File: src/rtl/imm_pkg.sv
// Shared constants and the FIFO entry type for the decode-stage immediate generator.
package imm_pkg;

  localparam int XLEN_MAX = 64;

  localparam logic [2:0] FMT_R   = 3'd0;
  localparam logic [2:0] FMT_I   = 3'd1;
  localparam logic [2:0] FMT_S   = 3'd2;
  localparam logic [2:0] FMT_B   = 3'd3;
  localparam logic [2:0] FMT_U   = 3'd4;
  localparam logic [2:0] FMT_J   = 3'd5;
  localparam logic [2:0] FMT_C   = 3'd6;
  localparam logic [2:0] FMT_ILL = 3'd7;

  localparam logic [6:0] OPC_LOAD     = 7'b0000011;
  localparam logic [6:0] OPC_OPIMM    = 7'b0010011;
  localparam logic [6:0] OPC_JALR     = 7'b1100111;
  localparam logic [6:0] OPC_SYSTEM   = 7'b1110011;
  localparam logic [6:0] OPC_STORE    = 7'b0100011;
  localparam logic [6:0] OPC_BRANCH   = 7'b1100011;
  localparam logic [6:0] OPC_LUI      = 7'b0110111;
  localparam logic [6:0] OPC_AUIPC    = 7'b0010111;
  localparam logic [6:0] OPC_JAL      = 7'b1101111;
  localparam logic [6:0] OPC_OP       = 7'b0110011;
  localparam logic [6:0] OPC_OPIMM32  = 7'b0011011;
  localparam logic [6:0] OPC_OP32     = 7'b0111011;

  localparam logic [1:0] RVC_Q0 = 2'b00;
  localparam logic [1:0] RVC_Q1 = 2'b01;
  localparam logic [1:0] RVC_Q2 = 2'b10;

  localparam logic [2:0] C0_ADDI4SPN = 3'b000;
  localparam logic [2:0] C0_LW       = 3'b010;
  localparam logic [2:0] C0_SW       = 3'b110;
  localparam logic [2:0] C1_ADDI     = 3'b000;
  localparam logic [2:0] C1_JAL      = 3'b001;
  localparam logic [2:0] C1_LI       = 3'b010;
  localparam logic [2:0] C1_LUI      = 3'b011;
  localparam logic [2:0] C1_J        = 3'b101;
  localparam logic [2:0] C1_BEQZ     = 3'b110;
  localparam logic [2:0] C1_BNEZ     = 3'b111;
  localparam logic [2:0] C2_LWSP     = 3'b010;
  localparam logic [2:0] C2_SWSP     = 3'b110;

  // imm is held at the widest XLEN; narrower builds use the low bits.
  typedef struct packed {
    logic [XLEN_MAX-1:0] imm;
    logic [2:0]          fmt;
    logic                illegal;
    logic [31:0]         instr;
  } imm_entry_t;

endpackage

File: src/rtl/imm_sel.sv
// Combinational opcode classifier and immediate builder.
// IMM_GEN_RVC_EN enables 16-bit compressed decode; otherwise compressed words are ILL.
module imm_sel import imm_pkg::*; #(
  parameter int XLEN = 32
) (
  input  logic [31:0] instr,
  output imm_entry_t  ent
);

  localparam bit IS64 = (XLEN == 64);

  logic [6:0]  opc;
  logic [2:0]  f3;
  logic [63:0] sx;
  logic [63:0] i_imm, s_imm, b_imm, u_imm, j_imm, shamt;

  assign opc   = instr[6:0];
  assign f3    = instr[14:12];
  assign sx    = {64{instr[31]}};
  assign i_imm = {sx[63:12], instr[31:20]};
  assign s_imm = {sx[63:12], instr[31:25], instr[11:7]};
  assign b_imm = {sx[63:12], instr[7], instr[30:25], instr[11:8], 1'b0};
  assign u_imm = {sx[63:32], instr[31:12], 12'b0};
  assign j_imm = {sx[63:20], instr[19:12], instr[20], instr[30:21], 1'b0};
  // funct7 / arithmetic-shift bit is not part of the shift amount
  assign shamt = IS64 ? {58'b0, instr[25:20]} : {59'b0, instr[24:20]};

`ifdef IMM_GEN_RVC_EN
  logic [15:0] c;
  logic [63:0] csx;
  logic [63:0] c_addi4spn, c_lsw, c_ci, c_lui, c_16sp, c_jmp, c_br, c_lwsp, c_swsp;
  logic        rv_ok;
  logic [63:0] rv_imm;

  assign c          = instr[15:0];
  assign csx        = {64{c[12]}};
  assign c_addi4spn = {54'b0, c[10:7], c[12:11], c[5], c[6], 2'b00};
  assign c_lsw      = {57'b0, c[5], c[12:10], c[6], 2'b00};
  assign c_ci       = {csx[63:5], c[6:2]};
  assign c_lui      = {csx[63:17], c[6:2], 12'b0};
  assign c_16sp     = {csx[63:9], c[4:3], c[5], c[2], c[6], 4'b0};
  assign c_jmp      = {csx[63:11], c[8], c[10:9], c[6], c[7], c[2], c[11], c[5:3], 1'b0};
  assign c_br       = {csx[63:8], c[6:5], c[2], c[11:10], c[4:3], 1'b0};
  assign c_lwsp     = {56'b0, c[3:2], c[12], c[6:4], 2'b00};
  assign c_swsp     = {56'b0, c[8:7], c[12:9], 2'b00};

  always_comb begin
    rv_ok  = 1'b0;
    rv_imm = '0;
    case (c[1:0])
      RVC_Q0: case (c[15:13])
        C0_ADDI4SPN:  begin rv_imm = c_addi4spn; rv_ok = (c_addi4spn != '0); end
        C0_LW, C0_SW: begin rv_imm = c_lsw;      rv_ok = 1'b1; end
        default: ;
      endcase
      RVC_Q1: case (c[15:13])
        C1_ADDI, C1_LI:   begin rv_imm = c_ci;  rv_ok = 1'b1; end
        C1_JAL:           begin rv_imm = c_jmp; rv_ok = !IS64; end
        C1_J:             begin rv_imm = c_jmp; rv_ok = 1'b1; end
        C1_BEQZ, C1_BNEZ: begin rv_imm = c_br;  rv_ok = 1'b1; end
        C1_LUI: begin
          // rd=x2 selects C.ADDI16SP; a zero immediate is reserved in both forms
          if (c[11:7] == 5'd2) begin rv_imm = c_16sp; rv_ok = (c_16sp != '0); end
          else                 begin rv_imm = c_lui;  rv_ok = (c_lui  != '0); end
        end
        default: ;
      endcase
      RVC_Q2: case (c[15:13])
        C2_LWSP: begin rv_imm = c_lwsp; rv_ok = 1'b1; end
        C2_SWSP: begin rv_imm = c_swsp; rv_ok = 1'b1; end
        default: ;
      endcase
      default: ;
    endcase
  end
`endif

  always_comb begin
    ent.imm     = '0;
    ent.fmt     = FMT_ILL;
    ent.illegal = 1'b1;
    ent.instr   = instr;
    if (instr[1:0] == 2'b11) begin
      ent.illegal = 1'b0;
      case (opc)
        OPC_LOAD, OPC_JALR, OPC_SYSTEM: begin ent.fmt = FMT_I; ent.imm = i_imm; end
        OPC_OPIMM: begin
          ent.fmt = FMT_I;
          ent.imm = (f3 == 3'b001 || f3 == 3'b101) ? shamt : i_imm;
        end
        OPC_STORE:            begin ent.fmt = FMT_S; ent.imm = s_imm; end
        OPC_BRANCH:           begin ent.fmt = FMT_B; ent.imm = b_imm; end
        OPC_LUI, OPC_AUIPC:   begin ent.fmt = FMT_U; ent.imm = u_imm; end
        OPC_JAL:              begin ent.fmt = FMT_J; ent.imm = j_imm; end
        OPC_OP:               ent.fmt = FMT_R;
        OPC_OPIMM32: begin
          if (IS64) begin ent.fmt = FMT_I; ent.imm = i_imm; end
          else ent.illegal = 1'b1;
        end
        OPC_OP32: begin
          if (IS64) ent.fmt = FMT_R;
          else      ent.illegal = 1'b1;
        end
        default: ent.illegal = 1'b1;
      endcase
    end
`ifdef IMM_GEN_RVC_EN
    else if (rv_ok) begin
      ent.fmt     = FMT_C;
      ent.illegal = 1'b0;
      ent.imm     = rv_imm;
    end
`endif
  end

endmodule

File: src/rtl/imm_gen_pipe.sv
// Registered immediate generator: imm_sel decode feeding a DEPTH-entry output FIFO.
// Optional compressed decode via IMM_GEN_RVC_EN (see imm_sel).
module imm_gen_pipe import imm_pkg::*; #(
  parameter int XLEN  = 32,
  parameter int DEPTH = 2
) (
  input  logic            clk,
  input  logic            rst,
  input  logic            flush,
  input  logic            in_valid,
  output logic            in_ready,
  input  logic [31:0]     in_instr,
  output logic            out_valid,
  input  logic            out_ready,
  output logic [XLEN-1:0] out_imm,
  output logic [2:0]      out_fmt,
  output logic            out_illegal,
  output logic [31:0]     out_instr
);

  localparam int AW = (DEPTH > 1) ? $clog2(DEPTH) : 1;
  localparam int CW = $clog2(DEPTH + 1);

  if (XLEN != 32 && XLEN != 64) begin : g_bad_xlen
    $error("imm_gen_pipe: XLEN must be 32 or 64");
  end
  if (DEPTH < 2 || DEPTH > 8 || (DEPTH & (DEPTH - 1)) != 0) begin : g_bad_depth
    $error("imm_gen_pipe: DEPTH must be a power of two in 2..8");
  end

  imm_entry_t [DEPTH-1:0] mem;
  imm_entry_t             ent_new, head;
  logic [AW-1:0]          wr_ptr, rd_ptr;
  logic [CW-1:0]          count;
  logic                   push, pop;
  logic                   unused_imm;

  imm_sel #(.XLEN(XLEN)) u_sel (
    .instr (in_instr),
    .ent   (ent_new)
  );

  assign in_ready  = (count != CW'(DEPTH));
  assign out_valid = (count != '0);
  assign push      = in_valid & in_ready;
  assign pop       = out_valid & out_ready;

  // DEPTH is a power of two, so pointers wrap by natural overflow
  always_ff @(posedge clk) begin
    if (rst) begin
      mem    <= '0;
      wr_ptr <= '0;
      rd_ptr <= '0;
      count  <= '0;
    end else if (flush) begin
      wr_ptr <= '0;
      rd_ptr <= '0;
      count  <= '0;
    end else begin
      if (push) begin
        mem[wr_ptr] <= ent_new;
        wr_ptr      <= wr_ptr + 1'b1;
      end
      if (pop) rd_ptr <= rd_ptr + 1'b1;
      case ({push, pop})
        2'b10:   count <= count + 1'b1;
        2'b01:   count <= count - 1'b1;
        default: ;
      endcase
    end
  end

  assign head        = out_valid ? mem[rd_ptr] : '0;
  assign out_imm     = head.imm[XLEN-1:0];
  assign out_fmt     = head.fmt;
  assign out_illegal = head.illegal;
  assign out_instr   = head.instr;
  assign unused_imm  = ^head.imm;

endmodule

File: config.mk
export PLATFORM = sky130hd
export DESIGN_NAME = imm_gen_pipe
export DESIGN_NICKNAME = d
export VERILOG_FILES = /design/src/rtl/imm_pkg.sv /design/src/rtl/imm_sel.sv /design/src/rtl/imm_gen_pipe.sv
export SDC_FILE = /design/constraint.sdc
export NUM_CORES = 1
export LEC_CHECK = 0
export CAP_MARGIN = 15
export CELL_PAD_IN_SITES_DETAIL_PLACEMENT = 1
export CELL_PAD_IN_SITES_GLOBAL_PLACEMENT = 1
export CORE_ASPECT_RATIO = 0.5
export CORE_UTILIZATION = 39
export DETAILED_ROUTE_END_ITERATION = 6
export PLACE_DENSITY = 0.86
export SKIP_CTS_REPAIR_TIMING = 1
export SYNTH_ARGS = -nofsm -noshare
export SYNTH_HDL_FRONTEND = slang
export SYNTH_SLANG_ARGS = --single-unit
File: constraint.sdc
create_clock -name clk -period 2.5 [get_ports clk]
set_clock_uncertainty 0.1 [all_clocks]
set_input_delay 0.625 -clock clk [delete_from_list [all_inputs] [get_ports clk]]
set_output_delay 0.625 -clock clk [all_outputs]
set_load 0.01 [all_outputs]
After elaboration in Yosys (flattened, before gate mapping):

Index checks and enable logic that the tools add are counted.

* memories kept: 0
* input port bits: 37
* logic and storage cells: 59
* bits in read-only memories: 0
* memory bits (writable): 0
* bits in latches: 0
* output and inout port bits: 70
* flip-flop bits (word level): 204

* order comparisons: 3
* $add $sub $neg: 4
* bitwise logic cells: 3
* equality and inequality tests: 16
* div/mod/pow operators: 0
* reduce and logical (&&, ||, !) cells: 10
* $mul: 0
* muxes and demuxes: 12
* shifts and indexed selects: 0

Operators by type and width (number)
* $pmux 64 s6: 1
* $mux 68: 4
* $bwmux 200: 1
* $demux 100 s1: 1
* $mux 100: 1
* $mux 64: 1
* $eq 7x7->1 const B: 4
* $eq 7x6->1 const B: 3
* $pmux 3 s6: 1
* $eq 7x5->1 const B: 2
* $reduce_or 10->1: 1
* $eq 7x2->1 const B: 1
* $eq 2x2->1 const B: 2
* $lt 1x2->1 const B: 2
* $pmux 2 s2: 1
* $reduce_bool 2->1: 2
* $reduce_or 2->1: 2
* $reduce_or 4->1: 1
* $eq 3x1->1 const B: 1
* $eq 3x3->1 const B: 1
* $reduce_or 3->1: 1
* $add 1x1->1 const B: 2
* $add 2x1->2 const B: 1
* $and 1x1->1: 2
* 9 further kinds: 9

Logic depth before layout (Yosys ltp):

Gate-level depths: netlist of run 1.

* depth in word-level cells: 6
* gate-level depth with buffers: 8
* mapped depth without buffers: 8

Cells and area by module:

Synthesis of run 1 repeated with hierarchy kept, for this count alone.

* cell total of the unflattened synthesis: 886
* area, all modules: 8144.1 um2

Modules (own cells, without submodules)
* imm_gen_pipe: cells an instance 694, instances 1, area each 6805.3 um2, sequential area each 2802.7 um2
* imm_sel: cells an instance 192, instances 1, area each 1338.8 um2, sequential area each 0.0 um2

Worst setup path after synthesis of run 1:

OpenSTA, ideal clock, no wires.

* kind: reg2out
* from: register rd_ptr
* to: output out_imm[21]
* slack: 491 ps
* path buffers: 3
* required time: 1775 ps
* arrival: 1284 ps
* stages on the path, launching flop included: 6
* path through: dfxtp_1 -> clkbuf_1 -> buf_2 -> buf_2 -> mux2i_1 -> nor2_1

* cells in the longest elaborated chain, start to end: 3

RTL lines
* from (decl): line imm_gen_pipe.sv:33 `logic [AW-1:0] wr_ptr, rd_ptr;`
* from (signal assigned): line imm_gen_pipe.sv:64 `if (pop) rd_ptr <= rd_ptr + 1'b1;`
* $mux 68 (not written as such) (2 in a row): line imm_gen_pipe.sv:73 `assign head = out_valid ? mem[rd_ptr] : '0;`
* $mux 68: line imm_gen_pipe.sv:73
* to (decl): line imm_gen_pipe.sv:15 `output logic [XLEN-1:0] out_imm,`

No other way between the ends. The select of a mux whose other input is x is not followed.

Final worst setup path of run 1:

* from: register rd_ptr
* to: output out_imm[8]

Same word-level chain as after synthesis.

==> results of run 1 <==
## cell families after synthesis
kind of cell	count (synthesis)	share of synthesized area
adder cells (fa/ha/maj)	1	0.00196
XOR/XNOR	6	0.00825
AND/OR/NAND/NOR	367	0.242
buffers and inverters	73	0.0536
multiplexers	69	0.109
flip-flops	140	0.440
AO/OA/AOI/OAI	154	0.146
## synthesized netlist by cell type (all sizes together)
cell type  instances  share of area
nand2            187           0.11
dfxtp            140           0.44
nor2             111          0.065
a21oi             85          0.067
mux2i             68           0.11
nand3             37          0.031
clkbuf            35          0.021
buf               34          0.031
a31oi             23          0.023
a211oi            22          0.026
nor3              12          0.011
a311oi            10          0.014
and3               4         0.0039
inv                4         0.0024
o211ai             4         0.0055
o21ai              4         0.0031
and2               3         0.0029
xnor2              3         0.0041
xor2               3         0.0041
a221oi             2         0.0027
nand2b             2         0.0020
nor2b              2         0.0020
a21o               1         0.0012
a22o               1         0.0014
and3b              1         0.0014
and4b              1         0.0016
and4bb             1         0.0020
ha                 1         0.0020
mux2               1         0.0018
nand4              1        0.00098
nand4b             1         0.0014
nand4bb            1         0.0018
nor3b              1         0.0020
o2111ai            1         0.0014
o21a               1         0.0012
or2b               1         0.0012
or3                1        0.00098
## routing by layer
metal  vias up  routed length (µm)
met5         -                   0
met4         0                1200
met3       109                1740
met2       332               13100
met1      3394               11200
li1       3020                   -
## worst min-delay path: stages (launching register included)
cell and delay, ns:
dfxtp_1 0.31, nand2_1 0.05, a21oi_1 0.05
## layout make-up
cell class	instances	area [µm²]
fillers	1845	6620
multi-input cells	597	3310
flip-flops and latches	140	2810
repair buffers	182	2050
clock buffers	18	439
well taps	221	277
clock inverters	14	163
inverters	4	15.0
## per-stage QoR
stage | cell area [µm²] | hold WS, ns
2_1_floorplan | 6370 | 0.331
3_3_place_gp | 8070 | 0.341
3_5_place_dp | 8070 | 0.347
4_1_cts | 8680 | 0.355
5_1_grt | 9070 | 0.377
6_report | 9070 | 0.355
## sequential cells by signal (all words and copies together), names as in the netlist
| name | count |
|---|---|
| count | 2 |
| rd_ptr | 1 |
| wr_ptr | 1 |
| mem | 136 |
## power by group through the flow
stage / clock (mW) / sequential (mW) / combinational (mW)
after floorplan: 0 / 2.37 / 0.306
after global placement: 0 / 2.38 / 0.575
after detailed placement: 0 / 2.39 / 0.596
after CTS: 2.65 / 2.34 / 0.611
after global routing: 2.79 / 2.35 / 0.716
final: 2.66 / 2.34 / 0.683
## worst max-delay path by stage
stage / slack [ns] / start / depth (start not counted) / end
floorplan: 0.49 / rd_ptr / 5 / out_imm[21]
global placement: -0.10 / in_instr[2] / 6 / mem[163]
detailed placement: -0.25 / in_instr[2] / 7 / mem[143]
CTS: -0.30 / rd_ptr / 4 / out_imm[9]
global route: -0.21 / rd_ptr / 4 / out_instr[13]
finish: -0.14 / rd_ptr / 5 / out_imm[8]
==> qor.yml, run 1 <==
route:
  num_vias: 6855
  drtPass1Iterations: 4
  wl_mm: 27.2
  ant_nets: 0
  drtIter0Drc: 607
  drc: 0
  wire_per_inst_um: 23.1
  routed_via_density: 5.83
synth:
  syn_area_um2: 6370
  ys_seq_area_frac: 0.440
  avgSynthCellArea_um2: 7.87
  synth_warnings: 0
  ys_ff_latch: 140
  synthesis.nets: 848
  synth_cells: 810
  synth.distinct_cells: 46
sta:
  slew_violations: 0
  fin_crit_ns: 2.64
  tightest_slew_ns: 0.585
  fin_setup_tns_ns: -0.756
  fin_ws_ns: -0.142
  slew_headroom: 0.610
  max_freq_ghz: 0.379
  finalSetupViolCount: 8
  fin_crit_sh: 1.06
  rsz0062_at_grt: "yes"
  hold_violations: 0
critical_path:
  crit_path_start_kind: "register"
  arrival_ns: 1.92
  crit_chain: "buf_4 -> buf_12 -> mux2i_1 -> nor2_1 -> clkdlybuf4s50_1"
  rr_worst_depth: 7
  worstPathMaxFanout: 11
  timing.rr.end: "mem[154]"
  r2r-start: "count[1]"
  slowest_delay_ns: 0.56
  crit_family: "buffers and inverters"
  slowest_stage: "clkdlybuf4s50_1"
  crit_path_end_kind: "output port"
  reg2reg_slack_ns: 0.33
  required_ns: 1.77
  path_buf_inv: 3
  path_class: "reg2out"
clock_network:
  clk_latency_ns: 0.43
  numCtsBuffers: 17
  cts.clk_slew.worst_paths_ns: 0.06
  clock-sinks: 140
  htree_levels: 4
  cts_tree: "yes"
  clk_path_buf_depth: 2
  cts-root-buf: "clkbuf_16"
die:
  start_util: 0.406
  core_area_um2: 15700
  die_y_um: 92.4
  rows: 32
  dieWidth_um: 183
  die_area_um2: 16900
  ios: 107
global_routing:
  met2_usage: 0.498
  grt_pass1_vias: 6870
  grt_overflow: 0
  met3_usage: 0.0484
  globalRouteTotalUtil: 0.289
  grt_pass1_wl_mm: 37.4
  grt.busiest_layer: "met2"
  grt_max_degree: 54
  grtUsageMet1: 0.352
  antenna_found_initial: 0
run:
  maxCapViolCount: 0
power_and_ir_drop:
  powerDensity_nw_per_um2: 627
  vdd_drop_max_v: 0.000501
  p_int_mw: 4.10
  seq_power_share: 0.412
  p_comb_frac: 0.120
  p_sw_mw: 1.59
  leakage_nw: 4.07
  switching_share: 0.280
  total_power_mw: 5.69
  clkPwrFrac: 0.468
final_layout:
  final_common_cell: "nand2_1"
  antennaDiodeCount: 0
  drive_gt1_frac: 0.137
  nets: 980
  final_util: 0.578
  mostFrequentLayoutCells: "nand2_1 (186), dfxtp_1 (137), nor2_1 (110), a21oi_1 (84), dlymetal6s2s_1 (62)"
  area_growth_pct: 42.4
  fin_cells: 1176
placement:
  placed_cells: 1129
  hpwl_mm: 14.7
  port_buffers: 106
  finalWeightedCongestion: 0.806
  post-place-ws_ns: -0.250
min_path:
  hp-start: "mem[4]"
  holdCritPathClass: "reg2reg"
  holdPathEnd: "mem[4]"
  hold_path_depth: 2
status:
  outcome: "finished with violations"
  violations: "negative setup slack"
No activity file was read; power rests on OpenSTA's default activity.
==> run 2, diff against run 1 <==
--- a/config.mk
+++ b/config.mk
@@ -9,9 +9,9 @@
 export CELL_PAD_IN_SITES_DETAIL_PLACEMENT = 1
 export CELL_PAD_IN_SITES_GLOBAL_PLACEMENT = 1
 export CORE_ASPECT_RATIO = 0.5
-export CORE_UTILIZATION = 39
+export CORE_UTILIZATION = 35
 export DETAILED_ROUTE_END_ITERATION = 6
-export PLACE_DENSITY = 0.86
+export PLACE_DENSITY = 0.82
 export SKIP_CTS_REPAIR_TIMING = 1
 export SYNTH_ARGS = -nofsm -noshare
 export SYNTH_HDL_FRONTEND = slang
==> constraint.sdc (replaced) <==
create_clock -name clk -period 2.38 [get_ports clk]
set_clock_uncertainty 0.1 [all_clocks]
set_input_delay 0.595 -clock clk [delete_from_list [all_inputs] [get_ports clk]]
set_output_delay 0.595 -clock clk [all_outputs]
set_load 0.01 [all_outputs]
==> run 2 against run 1 <==
Compared with the run above:
- the flow finishes with violations (design-rule violations, negative setup slack)
- die area increased by 11%
- via count decreased by 6.9%
- largest cell class unchanged
- worst setup slack got worse by 0.12 ns
- sequential share of layout area decreased by 0.73 points
- core utilization decreased by 5.0 points
- sequential power increased by 5%
- non-clock buffer count increased by 1
==> qor.yml, run 2 (same netlist as run 1, synthesis figures left out) <==
final_layout:
  mostFrequentLayoutCells: "nand2_1 (186), dfxtp_1 (137), nor2_1 (106), a21oi_1 (84), buf_4 (54)"
  reg_top3: "mem: 136 flops, count: 2 flops"
  final_util: 0.527
  top_register: "mem"
  final_common_cell: "nand2_1"
  fillers: 2044
  largest_register_ff_count: 136
  nets: 981
  drive_gt1_frac: 0.160
  antennaDiodeCount: 0
  area_growth_pct: 45.8
  design_area_um2: 9290
route:
  wl_mm: 23.3
  drc: 10
  wire_per_inst_um: 19.6
  num_vias: 6380
  ant_nets: 0
  drtIter0Drc: 351
  drtPass1Iterations: 6
  routed_via_density: 5.36
placement:
  hpwl_mm: 14.6
  place_area_um2: 8060
  finalWeightedCongestion: 0.844
  port_buffers: 106
power_and_ir_drop:
  p_comb_frac: 0.109
  leakage_nw: 3.93
  p_sw_mw: 1.56
  seq_power_share: 0.387
  clkPwrFrac: 0.504
  p_int_mw: 4.79
  switching_share: 0.246
  total_power_mw: 6.36
  vdd_drop_max_v: 0.000580
  powerDensity_nw_per_um2: 684
clock_network:
  clk_latency_ns: 0.43
  cts.clk_slew.worst_paths_ns: 0.07
  htree_levels: 4
  cts-root-buf: "clkbuf_16"
  cts_tree: "yes"
  clock-sinks: 140
  numCtsBuffers: 17
  clk_path_buf_depth: 2
global_routing:
  globalRouteTotalUtil: 0.243
  antenna_found_initial: 0
  grt_pass1_vias: 6693
  grt_overflow: 0
  grt_pass1_wl_mm: 35.3
  grt_max_degree: 57
critical_path:
  slowest_stage: "clkdlybuf4s50_1"
  crit_path_end_kind: "output port"
  crit_path_start_kind: "register"
  slowest_delay_ns: 0.47
  crit_start: "rd_ptr"
  arrival_ns: 1.95
  path_buf_inv: 3
  reg2reg_slack_ns: 0.40
  path_class: "reg2out"
  crit_family: "buffers and inverters"
  crit_chain: "buf_12 -> clkbuf_16 -> mux2i_1 -> nor2_1 -> clkdlybuf4s50_1"
  worstPathMaxFanout: 12
  required_ns: 1.68
  r2r-start: "count[1]"
status:
  violations: "design-rule violations, negative setup slack"
  outcome: "finished with violations"
die:
  dieWidth_um: 193
  start_util: 0.362
  die_area_um2: 18800
  die_y_um: 97.4
  rows: 34
  core_area_um2: 17600
  ios: 107
sta:
  rsz0062_at_grt: "yes"
  slew_violations: 0
  fin_setup_tns_ns: -2.94
  tightest_slew_ns: 0.490
  slew_headroom: 0.673
  fin_crit_sh: 1.11
  hold_violations: 0
  max_freq_ghz: 0.379
  fin_crit_ns: 2.64
  finalSetupViolCount: 19
  fin_ws_ns: -0.262
  whs_ns: 0.355
min_path:
  hp-start: "mem[144]"
  holdCritPathClass: "reg2reg"
run:
  maxCapViolCount: 0
run 2: cell count changes in the layout (fill, tap and decap cells not counted), moves of 4 or more:
cell | before | now
mux2i_4 | 3 | 8
nor2_1 | 110 | 106
clkdlybuf4s50_1 | 43 | 52
bufinv_16 | 2 | 7
mux2i_1 | 60 | 44
nor2_2 | 0 | 4
mux2i_2 | 5 | 16
dlymetal6s2s_1 | 62 | 51
run 2: cell type report:
type	count	area [µm²]	share of cell area
repair buffers	183	2050	0.221
flip-flops and latches	140	2810	0.303
clock buffers	18	429	0.0462
well taps	234	293	0.0315
inverters	4	15.0	0.00162
clock inverters	14	264	0.0284
multi-input cells	597	3430	0.369
run 2: worst paths after layout:
kind	end	cells after the start
min reg2reg	mem[144]	2
min	mem[144]	2
max	out_imm[13]	5
max reg2reg	mem[33]	5
run 2: metrics by stage:
step / worst slack (ns) / cells
6_report: -0.262 / 1190
5_1_grt: -0.289 / 1190
4_1_cts: -0.349 / 1175
3_5_place_dp: -0.363 / 1143
3_3_place_gp: -0.266 / 1143
2_1_floorplan: 0.401 / 810
run 2: power groups by stage:
stage / Clock, mW / Combinational, mW / Sequential, mW
final: 3.20 / 0.694 / 2.46
after global routing: 3.31 / 0.743 / 2.47
after CTS: 3.22 / 0.635 / 2.45
after detailed placement: 0 / 0.626 / 2.50
after global placement: 0 / 0.607 / 2.50
after floorplan: 0 / 0.322 / 2.49
run 2: worst reg2reg max path: stages, from the launching register on:
cell       delay [ns]
dfxtp_2          0.37
or2b_1           0.31
nand4bb_2        0.27
buf_4            0.49
a21oi_1          0.19
nor2_1           0.16
run 2: per-layer routing:
| layer | global-route usage | vias to the layer above | wire length, µm |
|---|---|---|---|
| met5 | 0 | - | 0 |
| met4 | 0.0878 | 0 | 335 |
| met3 | 0.0419 | 29 | 816 |
| met2 | 0.412 | 133 | 11600 |
| met1 | 0.307 | 3196 | 10600 |
| li1 | - | 3022 | - |
